### config.mk
export PLATFORM = sky130hd
export DESIGN_NAME = timer_reload_ctrl
export DESIGN_NICKNAME = d
export VERILOG_FILES = /design/src/rtl/timer_reload_ctrl.sv
export SDC_FILE = /design/constraint.sdc
export NUM_CORES = 1
export LEC_CHECK = 0
export BUFFER_PORTS_ARGS = -buffer_cell sky130_fd_sc_hd__buf_2
export CAP_MARGIN = 20
export CORE_MARGIN = 8
export CORE_UTILIZATION = 55
export CTS_CLUSTER_DIAMETER = 60
export DETAILED_ROUTE_END_ITERATION = 8
export PLACE_DENSITY = 0.75
export RECOVER_POWER = 50
export SYNTH_ARGS = -nofsm -noshare
export SYNTH_HDL_FRONTEND = slang
export SYNTH_SLANG_ARGS = --single-unit
### constraint.sdc
create_clock -name CLK -period 5.8 [get_ports CLK]
set_input_delay 0.58 -clock CLK [delete_from_list [all_inputs] [get_ports CLK]]
set_output_delay 0.58 -clock CLK [all_outputs]
set_load 0.005 [all_outputs]
### src/rtl/timer_reload_ctrl.sv
// Programmable interval timer: reload/prescale/control registers, a
// prescaled down-counter with terminal-count reload and a latched interrupt.
module timer_reload_ctrl #(
    parameter int WIDTH      = 16,
    parameter int PRESCALE_W = 8
) (
    input  logic             CLK,
    input  logic             RSTL,
    input  logic             WR,
    input  logic             RD,
    input  logic [1:0]       ADDR,
    input  logic [7:0]       DIN,
    output logic [7:0]       DOUT,
    output logic [WIDTH-1:0] CNT,
    output logic             TC,
    output logic             INT,
    input  logic             IACK
);

    logic [WIDTH-1:0]      reload;
    logic [WIDTH-1:0]      counter;
    logic [PRESCALE_W-1:0] ps_reg;
    logic [PRESCALE_W-1:0] prescaler;
    logic                  run;
    logic                  oneshot;
    logic                  ien;
    logic [7:0]            snapshot;
    logic [7:0]            rd_data;

    logic wr_lo;
    logic wr_hi;
    logic wr_ps;
    logic wr_ctl;
    logic tick;
    logic term;
    logic restart;

    always_comb begin
        wr_lo   = WR && (ADDR == 2'd0);
        wr_hi   = WR && (ADDR == 2'd1);
        wr_ps   = WR && (ADDR == 2'd2);
        wr_ctl  = WR && (ADDR == 2'd3);
        tick    = run && (prescaler == '0);
        // A high-byte load pre-empts the terminal count of the same cycle
        term    = tick && (counter == '0) && !wr_hi;
        restart = wr_ctl && DIN[0] && !run;
    end

    always_ff @(posedge CLK or negedge RSTL) begin
        if (!RSTL) begin
            prescaler <= '0;
        end else if (wr_hi || restart) begin
            prescaler <= ps_reg;
        end else if (run) begin
            prescaler <= tick ? ps_reg : prescaler - PRESCALE_W'(1);
        end
    end

    always_ff @(posedge CLK or negedge RSTL) begin
        if (!RSTL) begin
            counter <= '0;
        end else if (wr_hi) begin
            counter <= {DIN, reload[7:0]};
        end else if (tick) begin
            counter <= (counter == '0) ? reload : counter - WIDTH'(1);
        end
    end

    always_ff @(posedge CLK or negedge RSTL) begin
        if (!RSTL) begin
            reload <= '0;
            ps_reg <= '0;
        end else begin
            if (wr_lo) reload[7:0] <= DIN;
            if (wr_hi) reload[WIDTH-1:8] <= DIN;
            if (wr_ps) ps_reg <= DIN[PRESCALE_W-1:0];
        end
    end

    always_ff @(posedge CLK or negedge RSTL) begin
        if (!RSTL) begin
            run     <= 1'b0;
            oneshot <= 1'b0;
            ien     <= 1'b0;
        end else if (wr_ctl) begin
            run     <= DIN[0];
            oneshot <= DIN[1];
            ien     <= DIN[2];
        end else if (term && oneshot) begin
            run <= 1'b0;
        end
    end

    always_ff @(posedge CLK or negedge RSTL) begin
        if (!RSTL) begin
            TC  <= 1'b0;
            INT <= 1'b0;
        end else begin
            TC <= term;
            if (term && ien) INT <= 1'b1;
            else if (IACK)   INT <= 1'b0;
        end
    end

    always_comb begin
        rd_data = '0;
        case (ADDR)
            2'd0:    rd_data = counter[7:0];
            2'd1:    rd_data = snapshot;
            2'd2:    rd_data = 8'(ps_reg);
            default: rd_data = {5'b0, ien, oneshot, run};
        endcase
    end

    // Low-byte read latches the high byte so a two-read sequence is tear-free
    always_ff @(posedge CLK or negedge RSTL) begin
        if (!RSTL) begin
            DOUT     <= '0;
            snapshot <= '0;
        end else if (RD) begin
            DOUT <= rd_data;
            if (ADDR == 2'd0) snapshot <= counter[WIDTH-1:8];
        end
    end

    assign CNT = counter;

endmodule

==> results of run 1 <==
area by class of cell:
type / count / area, sq um
clock inverter: 1 / 30.0
fill: 532 / 2310
clock buffer: 13 / 169
tap: 77 / 96.3
sequential: 69 / 1730
inverter: 10 / 37.5
timing repair buffer: 42 / 208
multi-input combinational: 256 / 1810
power by group through the flow:
| stage | Clock, W | Combinational (W) | Sequential [W] |
|---|---|---|---|
| 2_1_floorplan | 0 | 0.000354 | 0.000747 |
| 3_3_place_gp | 0 | 0.000491 | 0.000793 |
| 3_5_place_dp | 0 | 0.000504 | 0.000800 |
| 4_1_cts | 0.000403 | 0.000508 | 0.000790 |
| 5_1_grt | 0.000427 | 0.000566 | 0.000816 |
| 6_report | 0.000396 | 0.000504 | 0.000793 |
metrics by stage:
step	util	total power, W	hold WS (ns)	setup WS [ns]
floorplan	-	0.00110	0.284	3.81
global placement	0.608	0.00128	0.447	2.97
detailed placement	0.608	0.00130	0.453	2.94
CTS	0.639	0.00170	0.412	3.30
global route	0.638	0.00181	0.404	2.76
finish	0.638	0.00169	0.418	2.88
kinds of logic (layout without fill, tap and decap cells):
| group | Yosys count | after routing |
|---|---|---|
| compound gates | 95 | 95 |
| xor+xnor | 1 | 1 |
| fa+ha+maj | 4 | 4 |
| buf+inv | 26 | 66 |
| flops | 69 | 69 |
| mux | 40 | 40 |
| simple gates | 116 | 116 |
routing by layer:
metal,up-vias,global-route usage,share of wire
li1,1369,-,-
met2,118,0.296,0.47
met4,0,0.0897,0.025
met1,1413,0.243,0.43
met3,20,0.0526,0.075
met5,-,0,0
cells in the final DEF (no fill, tap or decap), drive strengths merged, types with 5 or more instances in the layout:
cell    count
nor2       23
nor4        7
clkbuf     19
nor3       12
mux2       30
nand2      37
a21oi      31
inv        10
nand3      11
buf        36
a31oi       5
mux2i       7
o21ai      36
dfrtp      69
critical path, delay by kind of cell:
kind	cells	cell delay, ns
AOI/OAI and AO/OA	2	0.95
buffers and inverters	1	0.66
muxes	1	0.18
and+or+nand+nor	2	0.74
path summary, 6_finish.rpt:
check | from | end | slack, ns | depth (start not counted)
hold reg to reg | reload[12] | reload[12] | 0.47 | 2
max in group asynchronous | RSTL | ps_reg[7] | 4.82 | 2
setup / recovery | ADDR[1] | prescaler[7] | 2.88 | 6
min in group asynchronous | RSTL | DOUT[0] | 0.43 | 2
setup reg to reg | prescaler[5] | prescaler[5] | 3.43 | 5
hold / removal | IACK | INT | 0.42 | 2
==> results.txt, run 1 <==
- Instance count after placement with tap cells included: 454
- Worst max-slew margin expressed relative to the limit: 0.331
* Global-route total usage across every layer: 0.192
- Sequential share of power: 0.468
- Actual transition at the worst max-transition pin: 1.00 ns
- Fraction of final layout cells sized beyond drive strength 1: 0.253
- The first TritonRoute pass finished after 5 iterations.
- Data required, critical path: 6.00 ns
* Clk buf depth: 2
* Wire length after detailed routing: 8.84 mm
- The die covers 9490 sq um.
- Static timing analysis puts the maximum clock frequency at 343 MHz.
* Sw Ratio: 0.362
* Number of DRC markers after the initial detailed-route iteration: 227
* Post-Layout Inst Area: 4080 sq um
- Critical-path top delay cell: sky130_fd_sc_hd__a21oi_1
- In the finished design, the share of the clock period the worst path needs comes to 0.503.
- Detailed-route DRC error count: 0
- In the synthesized netlist, the cells that appear most often are 69 x sky130_fd_sc_hd__dfrtp_1, 37 x sky130_fd_sc_hd__nand2_1, 35 x sky130_fd_sc_hd__o21ai_0.
- Sequential share of the synthesized area: 0.474
* Horizontal die dimension: 97.4 microns
- Count of distinct cell types in the synthesized netlist: 61
- Number of H-tree levels: 3
- Dividing the detail-routed via count by the number of cells gives 6.24.
- Total power density per cell area: 415 nW/um^2
- Of the total synthesized cell area, the portion taken by AND, OR, NAND and NOR gates is 0.186.
- CTS Hold Buffers Added: 0
- Cell count after synthesis: 351
- Remaining number of nets flagged by the antenna check after routing: 0
* Primary FF master, synth: sky130_fd_sc_hd__dfrtp_1
- Average wire per cell in the routed design: 18.9 microns
- Post-place instance area: 3880 sq um
- The first global-routing pass estimated 14.7 mm of wire.
- Max-cap violations in this run came to 0.
* Number of setup violations in the final report: 0
* Area of the core: 6390 sq um
- CTS clock-pin slew for the worst setup and hold paths: 0.07 ns
- After synthesis, the largest family of logic cells by area is simple AND/OR/NAND/NOR gates.
* Maximum clock skew at final layout: 0.00937 ns
* Clock Power Share: 0.234
- Pleak: 1.74 nW
* Switching power summed over all nets: 0.000613 W
- Adder-cell share of the synthesized area: 0.0137
- Worst min path class: in -> reg
- Post CTS Setup Buffer Count: 0
- Post-CTS Resized: 0
* Cell-internal power: 0.00108 W
- Async set-reset flop share out of synthesis: 1.00
- For this configuration, the core starts out at a cell density of 0.571.
- Walking the worst path, the cells encountered are clkbuf_1 > and3b_1 > a21oi_1 > and2_1 > mux2i_1 > o2bb2ai_1.
* Number of nets in the finished design: 407
- After global routing the overflow that remains totals 0.
- Initial antenna violation count: 0
- Entering global routing, the biggest net connects 70 pins.
- Largest voltage drop on the vdd net: 0.000210 V
- At the worst endpoint, the arrival time is 3.12 ns.
- Combinational Power Share: 0.298
- Post-layout instance count excluding filler cells: 468
- The compound-cell area share of the yosys netlist was 0.162.
* Row cnt: 29
- Synthesis produced a netlist with a net count of 370.
- STA classifies the critical path startpoint as an input port.
- The share of synthesized area in the top cell type comes to 0.474.
- Per-instance average area after synthesis: 10.4 sq um
* Maximum single-stage delay on the critical path: 0.86 ns
* DP HPWL: 6.31 mm
* Dominant cell type by area after synthesis: sky130_fd_sc_hd__dfrtp_1
- Type of the worst setup path: in -> reg
- Area contributors post-synth: sky130_fd_sc_hd__dfrtp_1 47%, sky130_fd_sc_hd__mux2_2 9.0%, sky130_fd_sc_hd__o21ai_0 4.8%
* Warning count from the yosys run: 0
- During placement, the flow inserted port buffers numbering 40.
* Minimum clock period after layout: 2.92 ns
* Number of top-level pins: 41
- Along the worst path, the maximum fanout reaches 16.
* Status: complete, no violations
* Most frequent cell after synthesis: sky130_fd_sc_hd__dfrtp_1
- The repair_antennas step left the layout with diodes totalling 0.
- The number of global-route vias before repair came to 2815.
- TritonCTS built the clock tree.
* #FFs+latches synth: 69
- Buffer cell driving the clock tree root: sky130_fd_sc_hd__clkbuf_8
- Post-route setup TNS: 0 ns
- Clock latency on the worst-skew pair, taken at its later pin, is 0.34 ns.
- The count of final hold-check violations was 0.
* Number of pins exceeding their max-slew limit in the final report: 0
- The die is 97.4 microns tall.
* Post-synthesis instance area: 3640 sq um
- Kind of capture point of the worst setup path: register
* Number of synthesized flops with an enable pin: 0
- Area growth from synthesis to layout: 11.8%
- Via count: 2920
- Of the total synthesized cell area, the portion taken by XOR and XNOR cells is 0.00240.
* Fraction of synthesized area in multiplexers: 0.131
* Total clock buffers created by CTS: 9
- Routability-driven placement finished with a final weighted congestion of 0.943.
- Unrepaired setup endpoints after global routing: no
- Counting every sink on the clock net gives 69.
Power figures use the tool's default switching activity.
==> inputs of run 2 (changes only) <==
Clock period 5.8 ns to 3 ns, I/O delays scaled along.
==> results.txt, run 2 (synthesis results as in run 1) <==
- Arrival time of the worst setup path: 2.50 ns (-0.62 ns)
- The number of H-tree levels is 3 (unchanged).
* Highest attainable clock frequency: 434 MHz
- Initial DRT Pass Iterations: 5 (unchanged)
* Row cnt: 29 (unchanged)
* Horizontal die dimension: 97.4 microns (unchanged)
* Detailed-route DRC error count: 0 (unchanged)
* Worst max-slew margin expressed relative to the limit: 0.251 (-0.0801)
* Final weighted congestion of routability-driven global placement: 0.902 (-4.3%)
- Wire length of the first global-routing pass: 15.1 mm (+2.6%)
- The post-route clock skew is 0.00833 ns (-0.00104 ns).
- Ant diodes: 0 (unchanged)
- Pin count of the biggest net entering global routing: 29 (-59%)
* Largest voltage drop on the vdd net: 0.000506 V (+140%)
- The per-cell routed wire length came to 18.8 microns (-0.60%).
- The flow ran to the end, and the final reports show no timing, DRC or antenna violations.
- Initial Util: 0.571 (unchanged)
- The highest net fanout along the worst path was 18 (+2).
* Via count: 2934 (+0.48%)
- The static leakage came to 1.75 nW (+0.29%).
- The floorplan die area came to 9490 sq um (unchanged).
* Area occupied by multi-input gates: 1810 sq um (unchanged)
* Final Hold Fails: 0 (unchanged)
* Area of the core: 6390 sq um (unchanged)
* Period Utilization, post-route: 0.769
* Remaining number of nets flagged by the antenna check after routing: 0 (unchanged)
- The number of buffers added for setup after CTS came to 0 (unchanged).
- Vias in the first global route: 2871 (+2.0%)
- The power density relative to cell area is 825 nW/um^2 (+99%).
- The max capacitance violation total came to 0 (unchanged).
- Chain of cells forming the critical path: clkbuf_1 > and3b_1 > a41oi_4 > o21ai_0 > a21oi_1 > a21oi_1
* Clock tree from TritonCTS: done
- Critical-path top delay cell: sky130_fd_sc_hd__clkbuf_1
- Global-route total usage across every layer: 0.195 (+0.00366)
- Worst min path class: in -> reg
- The footprint of the flip-flops and latches is 1730 sq um (unchanged).
- The count of pins over their slew limit came to 0 (unchanged).
- The smallest clock period supported by the final layout is computed as 2.31 ns.
- The number of stages on the worst hold path came to 2 (unchanged).
* Worst setup slack after layout: 0.694 ns (-2.19 ns)
- Maximum single-stage delay on the critical path: 0.71 ns (-0.15 ns)
- Post-route setup TNS: 0 ns (unchanged)
- Number of top-level pins: 41 (unchanged)
* Initial antenna violation count: 0 (unchanged)
- The number of filler instances in the final layout was 545 (+2.4%).
- Total power of the final layout: 0.00342 W (+100%)
* Buffer cell driving the clock tree root: sky130_fd_sc_hd__clkbuf_8
- The top cell types in the final layout, fill and taps aside, are 69 x sky130_fd_sc_hd__dfrtp_1, 37 x sky130_fd_sc_hd__nand2_1, 35 x sky130_fd_sc_hd__o21ai_0.
* Type of element launching the critical path: input port
- The slew at the pin closest to its max-slew limit was 1.12 ns (+0.120 ns).
- The number of nets in the layout is 413 (+1.5%).
- Clock latency reported for the late side of the worst-skew pair: 0.34 ns (about the same)
- Per-cell via count in the routed design: 6.16 (-1.2%)
* Clk buf depth: 2 (unchanged)
* Grt ovf: 0 (unchanged)
- The sink count of the clock tree is 69 (unchanged).
- The proportion of layout cells with a drive suffix above 1 came to 0.236 (-0.0176).
- By instance count, the cell type seen most on the critical path is sky130_fd_sc_hd__a21oi_1.
* Buffers on Ports: 40 (unchanged)
- Area growth from synthesis to layout: 13.7%
* Leading cell type in the layout, fill and taps excluded: sky130_fd_sc_hd__dfrtp_1
- Data required, critical path: 3.19 ns (-2.81 ns)
* Y dimension of the die: 97.4 microns (unchanged)
- CTS Hold Buffers Added: 1 (+1)
* Worst Reg-to-Reg Cells: 7 (+2)
- Post-CTS Resized: 0 (unchanged)
* Wire length after detailed routing: 8.93 mm (+1.1%)
- STA classifies the critical path endpoint as a register.
* Unrepaired setup endpoints after global routing: no
- The critical path is of the in -> reg type.
- The DRC violation total after the first TritonRoute iteration was 255 (+12%).
* Total clock buffers created by CTS: 9 (unchanged)
* CTS clock-pin slew for the worst setup and hold paths: 0.07 ns (about the same)
- DP HPWL: 6.48 mm (+2.6%)
- Number of setup violations in the final report: 0 (unchanged)
- The setup slack after placement is 0.778 ns (-2.17 ns).
## run 2: cell types whose count changed in the layout (fill, tap and decap cells not counted)
cell	before	now
sky130_fd_sc_hd__clkinv_2	0	1
sky130_fd_sc_hd__clkbuf_8	12	9
sky130_fd_sc_hd__dlygate4sd3_1	0	1
sky130_fd_sc_hd__bufinv_16	1	3
sky130_fd_sc_hd__buf_4	2	6
sky130_fd_sc_hd__clkbuf_1	7	19
sky130_fd_sc_hd__clkinvlp_4	0	1
sky130_fd_sc_hd__clkbuf_2	0	1
sky130_fd_sc_hd__buf_2	34	22
sky130_fd_sc_hd__clkinv_4	0	1
## run 2: path summary, 6_finish.rpt
path                            startpoint           to  slack, ns
worst max-delay path               ADDR[1]       CNT[4]       0.69
worst min-delay path                  IACK          INT       0.14
worst max register to register      CNT[0]          run       0.80
worst min register to register  reload[15]   reload[15]       0.47
max in group asynchronous             RSTL  snapshot[4]       1.16
min in group asynchronous             RSTL       CNT[0]       0.69
## run 2: metrics by stage
stage | area, sq um | cells | util | hold slack [ns]
detailed placement | 3920 | 459 | 0.614 | 0.282
global placement | 3920 | 459 | 0.614 | 0.270
floorplan | 3640 | 351 | - | 0.00441
global route | 4150 | 476 | 0.649 | 0.151
CTS | 4170 | 476 | 0.653 | 0.143
finish | 4150 | 476 | 0.649 | 0.145
## run 2: area by class of cell
| cell class | instances | area share |
|---|---|---|
| Multi-Input combinational cell | 256 | 0.436 |
| Sequential cell | 69 | 0.417 |
| Timing Repair Buffer | 48 | 0.0573 |
| Clock buffer | 10 | 0.0308 |
| Clock inverter | 6 | 0.0269 |
| Tap cell | 77 | 0.0232 |
| Inverter | 10 | 0.00906 |
## run 2: report_power, final
group	leakage, nW	switching, W	internal (W)
clock	0.116	0.000358	0.000552
combinational	0.801	0.000533	0.000451
sequential	0.829	0.000332	0.00119
## run 2: critical path, delay by kind of cell
kind | cells | cell delay [ns]
AO/OA/AOI/OAI | 4 | 1.00
buffers and inverters | 1 | 0.71
AND/OR/NAND/NOR | 1 | 0.47
## run 2: layer usage
metal | wire length, microns | global-route usage | up-vias
met4 | 125 | 0.0653 | 0
met1 | 4090 | 0.260 | 1426
li1 | - | - | 1386
met5 | 0 | 0 | -
met2 | 4080 | 0.295 | 111
met3 | 632 | 0.0583 | 11
